<file path="src/rtl/hazard_scheduler_pkg.sv">
// Shared encodings for the hazard scheduler: refill-arbiter states, forward
// selects and the write-mode constant meaning "no register write".
package hazard_scheduler_pkg;

    typedef enum logic [1:0] {
        IDLE   = 2'd0,
        D_WAIT = 2'd1,
        I_WAIT = 2'd2
    } arb_state_t;

    localparam logic [1:0] FWD_RF  = 2'b00;
    localparam logic [1:0] FWD_WB  = 2'b01;
    localparam logic [1:0] FWD_MEM = 2'b10;

    localparam logic [2:0] NOREGWRITE = 3'd0;

    // MEM has the younger result, so it wins over WB; x0 is never forwarded.
    function automatic logic [1:0] fwd_sel(
        input logic [4:0] rs,
        input logic [4:0] rd_m,
        input logic [2:0] wr_m,
        input logic [4:0] rd_w,
        input logic [2:0] wr_w
    );
        if (wr_m != NOREGWRITE && rd_m != 5'd0 && rd_m == rs)
            return FWD_MEM;
        else if (wr_w != NOREGWRITE && rd_w != 5'd0 && rd_w == rs)
            return FWD_WB;
        else
            return FWD_RF;
    endfunction

endpackage

</file>
<file path="src/rtl/hazard_scheduler_mem_port_arbiter.sv">
// Owner FSM for the single refill port shared by I- and D-cache; also
// qualifies the miss levels into stall requests that drop on the ack cycle.
module mem_port_arbiter
    import hazard_scheduler_pkg::*;
(
    input  logic clk,
    input  logic rst_n,
    input  logic icache_miss,
    input  logic dcache_miss,
    input  logic mem_ack,
    output logic mem_req,
    output logic mem_sel,
    output logic dstall,
    output logic istall
);

    arb_state_t state_reg;

    always_ff @(posedge clk or negedge rst_n) begin
        if (!rst_n) begin
            state_reg <= IDLE;
        end else begin
            case (state_reg)
                IDLE: begin
                    if (dcache_miss)
                        state_reg <= D_WAIT;
                    else if (icache_miss)
                        state_reg <= I_WAIT;
                end
                D_WAIT: begin
                    if (mem_ack)
                        state_reg <= icache_miss ? I_WAIT : IDLE;
                end
                I_WAIT: begin
                    if (mem_ack)
                        state_reg <= dcache_miss ? D_WAIT : IDLE;
                end
                default: state_reg <= IDLE;
            endcase
        end
    end

    assign mem_req = (state_reg != IDLE);
    assign mem_sel = (state_reg == D_WAIT);

    // The ack cycle is the last one the requester has to wait for.
    assign dstall = dcache_miss && !(state_reg == D_WAIT && mem_ack);
    assign istall = icache_miss && !(state_reg == I_WAIT && mem_ack);

endmodule

</file>
<file path="src/rtl/hazard_scheduler.sv">
// Pipeline stall/flush/forward control for the 5-stage core, plus the refill
// port arbiter and a stall-cycle counter.
module hazard_scheduler
    import hazard_scheduler_pkg::*;
#(
    parameter int CNT_W = 32
) (
    input  logic             CPU_CLK,
    input  logic             CPU_RST_N,
    input  logic [4:0]       Rs1D,
    input  logic [4:0]       Rs2D,
    input  logic [1:0]       RegReadD,
    input  logic [4:0]       Rs1E,
    input  logic [4:0]       Rs2E,
    input  logic [4:0]       RdE,
    input  logic             MemToRegE,
    input  logic             BranchE,
    input  logic             JalrE,
    input  logic             JalD,
    input  logic [4:0]       RdM,
    input  logic [4:0]       RdW,
    input  logic [2:0]       RegWriteM,
    input  logic [2:0]       RegWriteW,
    input  logic             ICacheMiss,
    input  logic             DCacheMiss,
    input  logic             MemAck,
    output logic             MemReq,
    output logic             MemSel,
    output logic             StallF,
    output logic             StallD,
    output logic             StallE,
    output logic             StallM,
    output logic             StallW,
    output logic             FlushF,
    output logic             FlushD,
    output logic             FlushE,
    output logic             FlushM,
    output logic             FlushW,
    output logic [1:0]       Forward1E,
    output logic [1:0]       Forward2E,
    output logic [CNT_W-1:0] StallCycles
);

    logic             dstall;
    logic             istall;
    logic             redirect;
    logic             load_use;
    logic [4:0]       rs_e     [2];
    logic [1:0]       fwd      [2];
    logic [CNT_W-1:0] stall_cycles_reg;

    mem_port_arbiter u_arb (
        .clk         (CPU_CLK),
        .rst_n       (CPU_RST_N),
        .icache_miss (ICacheMiss),
        .dcache_miss (DCacheMiss),
        .mem_ack     (MemAck),
        .mem_req     (MemReq),
        .mem_sel     (MemSel),
        .dstall      (dstall),
        .istall      (istall)
    );

    assign redirect = BranchE || JalrE;
    assign load_use = MemToRegE && (RdE != 5'd0) &&
                      ((RegReadD[1] && RdE == Rs1D) || (RegReadD[0] && RdE == Rs2D));

    // Priority: reset > D-miss freeze > EX redirect > load-use > I-miss, then jal.
    // Holding D on load-use takes precedence over bubbling it.
    always_comb begin
        StallF = 1'b0; StallD = 1'b0; StallE = 1'b0; StallM = 1'b0; StallW = 1'b0;
        FlushF = 1'b0; FlushD = 1'b0; FlushE = 1'b0; FlushM = 1'b0; FlushW = 1'b0;
        if (!CPU_RST_N) begin
            FlushF = 1'b1; FlushD = 1'b1; FlushE = 1'b1; FlushM = 1'b1; FlushW = 1'b1;
        end else if (dstall) begin
            StallF = 1'b1; StallD = 1'b1; StallE = 1'b1; StallM = 1'b1;
            FlushW = 1'b1;
        end else if (redirect) begin
            FlushD = 1'b1;
            FlushE = 1'b1;
        end else begin
            if (load_use) begin
                StallF = 1'b1;
                StallD = 1'b1;
                FlushE = 1'b1;
            end else begin
                if (istall) begin
                    StallF = 1'b1;
                    FlushD = 1'b1;
                end
                if (JalD)
                    FlushD = 1'b1;
            end
        end
    end

    assign rs_e[0] = Rs1E;
    assign rs_e[1] = Rs2E;

    generate
        for (genvar gi = 0; gi < 2; gi++) begin : g_fwd
            assign fwd[gi] = CPU_RST_N ? fwd_sel(rs_e[gi], RdM, RegWriteM, RdW, RegWriteW)
                                       : FWD_RF;
        end
    endgenerate

    assign Forward1E = fwd[0];
    assign Forward2E = fwd[1];

    always_ff @(posedge CPU_CLK or negedge CPU_RST_N) begin
        if (!CPU_RST_N)
            stall_cycles_reg <= '0;
        else if (StallF)
            stall_cycles_reg <= stall_cycles_reg + {{(CNT_W-1){1'b0}}, 1'b1};
    end

    assign StallCycles = stall_cycles_reg;

endmodule

</file>
<file path="config.mk">
export PLATFORM = sky130hd
export DESIGN_NAME = hazard_scheduler
export DESIGN_NICKNAME = d
export VERILOG_FILES = /design/src/rtl/hazard_scheduler_pkg.sv /design/src/rtl/hazard_scheduler_mem_port_arbiter.sv /design/src/rtl/hazard_scheduler.sv
export SDC_FILE = /design/constraint.sdc
export NUM_CORES = 1
export LEC_CHECK = 0
export CAP_MARGIN = 20
export CORE_MARGIN = 2
export CORE_UTILIZATION = 43
export CTS_BUF_LIST = sky130_fd_sc_hd__clkbuf_2
export DETAILED_ROUTE_END_ITERATION = 10
export HOLD_SLACK_MARGIN = 0.02
export PLACE_DENSITY = 0.93
export REMOVE_ABC_BUFFERS = 1
export SLEW_MARGIN = 20
export SYNTH_ARGS = -nofsm -noshare
export SYNTH_HDL_FRONTEND = slang
export SYNTH_SLANG_ARGS = --single-unit
export TNS_END_PERCENT = 50
</file>
<file path="constraint.sdc">
create_clock -name CPU_CLK -period 2.2 [get_ports CPU_CLK]
set_clock_uncertainty 0.15 [all_clocks]
set_input_delay 0.22 -clock CPU_CLK [delete_from_list [all_inputs] [get_ports CPU_CLK]]
set_output_delay 0.22 -clock CPU_CLK [all_outputs]
set_load 0.01 [all_outputs]
</file>
==> results.txt <==
The share of the cycle needed by the critical path after routing is 101%. After detailed routing, the average wire length per cell comes to 16.3 um. Once routing completed, OpenROAD measured the worst setup slack at -23.4 ps.

The met1 demand-to-capacity share in global routing came out at 29.5%. The portion of total power attributed to the clock network came out at 20.8%. The pre-CTS setup slack came out at -655 ps. By count the netlist is led by sky130_fd_sc_hd__xor2_1 (42), sky130_fd_sc_hd__dfrtp_1 (34), sky130_fd_sc_hd__nand2_1 (27). The switching power total came out at 607 uW. The most used flip-flop cell after synthesis is sky130_fd_sc_hd__dfrtp_1. The die outline area came out at 0.00574 mm2.

The signal arrival time at the worst endpoint is 1850 ps. The type of element launching the critical path is an input pin. The Yosys step of the flow raised 0 warnings. The flow ran to the end, but the final reports show violations.

The global-route wire length before repair came out at 11100 um. TritonCTS built the clock tree. By instance count, the leading cell after synthesis is sky130_fd_sc_hd__xor2_1. The largest net degree at the start of global routing came out at 31. The multi-input gate area in the final layout is 0.00141 mm2. The leakage power summed over all cells came out at 0.00177 uW.

In this run, synthesis inferred 0 flip-flops with an integrated enable. The layer with the highest usage after global routing is met2. The post-synthesis async set-or-reset flop share came out at 100%.

The minimum clock period after layout is 2220 ps. Cell internal power was estimated by the tool at 1290 uW. The total power per unit cell area is 496 mW/mm2.

Before antenna repair, the detailed router went through 4 iterations. The data required time at the worst endpoint came out at 1830 ps. The maximum vdd ir drop came out at 0.000580 V. The number of slew-limit violations in the final report is 0.

The number of H-tree levels came out at 2. Summing the sequential cell areas from Yosys gives 38.4% of the chip area. The net count of the finished layout is 444.

The floorplan die width came out at 75.8 um. The maximum fanout count along the critical path is 2. The worst register-to-register path has a setup slack of 30 ps.

The buffer and inverter count on the worst path is 2. In this run the tool buffered the top-level ports with 98 buffer cells. After routing the design area is 0.00382 mm2. Across all layers, the routed design uses 2457 vias. The number of buffers on the longest clock path is 2. The detailed-route wire length is 7530 um. The worst hold path belongs to the class in2async. The area added between synthesis and finish came out at 72.5%. The number of antenna violations at the first check in global routing is 0. The total CTS buffers came out at 5. The average vias per placed instance is 5.33. The combinational group share of total power is 39.2%. The total clock sinks is 34. The fraction of final layout cells sized beyond drive strength 1 is 23.8%. The floorplan step defined a core boundary enclosing 0.00504 mm2. The die outline height is 75.8 um. The clock-pin slew on the worst setup and hold paths came out at 150 ps.

The number of fill cells is 301. The global routing met2 resource utilization came out at 46.8%. Clock tree synthesis selected as its root buffer the cell sky130_fd_sc_hd__clkbuf_2. The overall track demand over capacity in global routing came out at 25.8%. The share of the core filled with cells came out at 75.8%. In the routed design, unresolved DRC markers number 0. The register cell area after layout came out at 851 um2.

The clock latency of the later-clocked register in the worst-skew pair is 390 ps. The share of the synthesized area in the top cell type came out at 38.4%. After the first detailed-routing iteration, the DRC count stood at 199. The cell type of the slowest stage on the worst timing path is sky130_fd_sc_hd__or4_4. The number of hold violations in the final report is 0.

The worst setup path is of the in2out kind. The half-perimeter wire length after detailed placement came out at 5300 um. The mean cell area of the mapped netlist came out at 9.42 um2. The kind of cell with the highest combined delay along the critical path is simple AND/OR/NAND/NOR gates. Once detail routing completed, the nets flagged for antenna violations numbered 0.

Setup repair after global routing could not meet its margin everywhere. Summing internal, switching and leakage power gives 1890 uW. The number of standard cells after synthesis is 235. The largest area contributor in the netlist is sky130_fd_sc_hd__dfrtp_1. The setup violation total in the final timing report is 1. In this run the count of I/O pins placed on the die edge is 100.

The number of antenna diodes in the final layout is 0. Net switching is 32.1% of the power. The proportion of power drawn by flip-flops and latches is 40.0%. The total grt overflow is 0. The critical path's largest stage delay is 540 ps. The mapped netlist covers 0.00221 mm2.

The checks that failed: setup timing. In this run the core area contains 26 standard-cell rows. The unique cell type count in the Yosys netlist came out at 41.

The flip-flop count of the largest register after layout is 32. The register bit count reported by yosys is 34. The global routing usage on met3 is 6.48%. The worst setup path is captured at an output port. The highest attainable clock frequency is 450 MHz.

For the final routed database, the setup TNS stands at -23.4 ps. The global placer's final weighted congestion is 0.811. By area the synthesized netlist is led by sky130_fd_sc_hd__dfrtp_1 (38%), sky130_fd_sc_hd__xor2_1 (17%), sky130_fd_sc_hd__xnor2_1 (7.5%). The via count of the first global-routing pass is 2354. Traced cell by cell, the critical path runs through clkdlybuf4s50_1, xor2_1, or4_4, nor4_4, buf_2.

The initial utilization of the core area, before any placement, comes to 43.9%. The cell area after placement came out at 0.00359 mm2. The max-capacitance violation count is 0.
-- timing repair --
| action | CTS | global route |
|---|---|---|
| endpoints found under the hold margin | 34 | 0 |
| endpoints found under the setup margin | 13 | 16 |
| buffers inserted | 4 | 5 |
| gates cloned | 0 | 0 |
| pin swaps | 11 | 8 |
| gates resized for setup | 54 | 21 |
| hold buffers | 3 | 0 |
-- cells by family after synthesis --
kind of cell    count (synthesis)  share of synthesized area [%]
compound gates                 20                           7.74
xor+xnor                       61                           24.1
fa+ha+maj                       1                          0.565
buf+inv                         9                           2.43
flops                          34                           38.4
mux                             1                          0.508
other cells                     1                          0.169
simple gates                  108                           26.0
-- worst min-delay path, stage by stage --
cell                            delay, ps
sky130_fd_sc_hd__buf_2                100
sky130_fd_sc_hd__buf_4                180
sky130_fd_sc_hd__dlygate4sd3_1        730
-- power groups by stage --
stage | combinational (uW) | sequential (uW) | clock [uW]
2_1_floorplan | 236 | 786 | 0
3_3_place_gp | 656 | 770 | 0
3_5_place_dp | 681 | 775 | 0
4_1_cts | 719 | 756 | 395
5_1_grt | 804 | 766 | 416
6_report | 742 | 758 | 394
-- layout make-up --
type	count	share of cell area, %
Clock buffer	5	0.655
Clock inverter	2	0.884
Inverter	3	0.295
Multi-Input combinational cell	192	37.0
Sequential cell	34	22.3
Tap cell	70	2.29
Timing Repair Buffer	155	36.6
-- placed cells by master (no fill, tap or decap), drive strengths merged, types with 3 or more instances in the layout --
cell | netlist | layout
xor2 | 42 | 42
and2 | 5 | 5
dlygate4sd2 | 0 | 16
nor4 | 9 | 9
xnor2 | 19 | 19
nand3 | 12 | 12
a31oi | 4 | 4
or4 | 4 | 4
and3 | 5 | 5
nand4 | 7 | 7
inv | 3 | 3
o21ai | 3 | 3
and4 | 4 | 4
nand2 | 27 | 27
buf | 5 | 61
dfrtp | 34 | 34
clkdlybuf4s50 | 0 | 70
a21oi | 4 | 4
clkdlybuf4s15 | 0 | 3
nor3 | 12 | 12
nor2 | 13 | 13
clkbuf | 1 | 6
nor4b | 4 | 4
-- routing by layer --
layer	part of all wire, %	wire length (um)	vias to the layer above
met5	0	0	-
met4	2.8	214	0
met3	7.5	567	28
met2	52	3920	122
met1	38	2830	1166
li1	-	-	1141
-- stage by stage --
step	std cells	hold slack (ps)
after floorplan	229	-226
after global placement	442	33.6
after detailed placement	442	38.8
after CTS	456	306
after global routing	461	333
final	461	304
-- worst paths after layout --
kind / start / end / depth (start not counted)
min in group CPU_CLK: StallCycles[31]$_DFFE_PN0P_ / StallCycles[31]$_DFFE_PN0P_ / 1
worst min-delay path: CPU_RST_N / u_arb.state_reg[1]$_DFFE_PN0P_ / 3
worst min register to register: StallCycles[31]$_DFFE_PN0P_ / StallCycles[31]$_DFFE_PN0P_ / 1
worst max-delay path: Rs2E[4] / Forward2E[0] / 5
worst max register to register: StallCycles[6]$_DFFE_PN0P_ / StallCycles[27]$_DFFE_PN0P_ / 7
max in group asynchronous: CPU_RST_N / StallCycles[2]$_DFFE_PN0P_ / 5
Note: power is estimated with default switching activity, not from simulation.
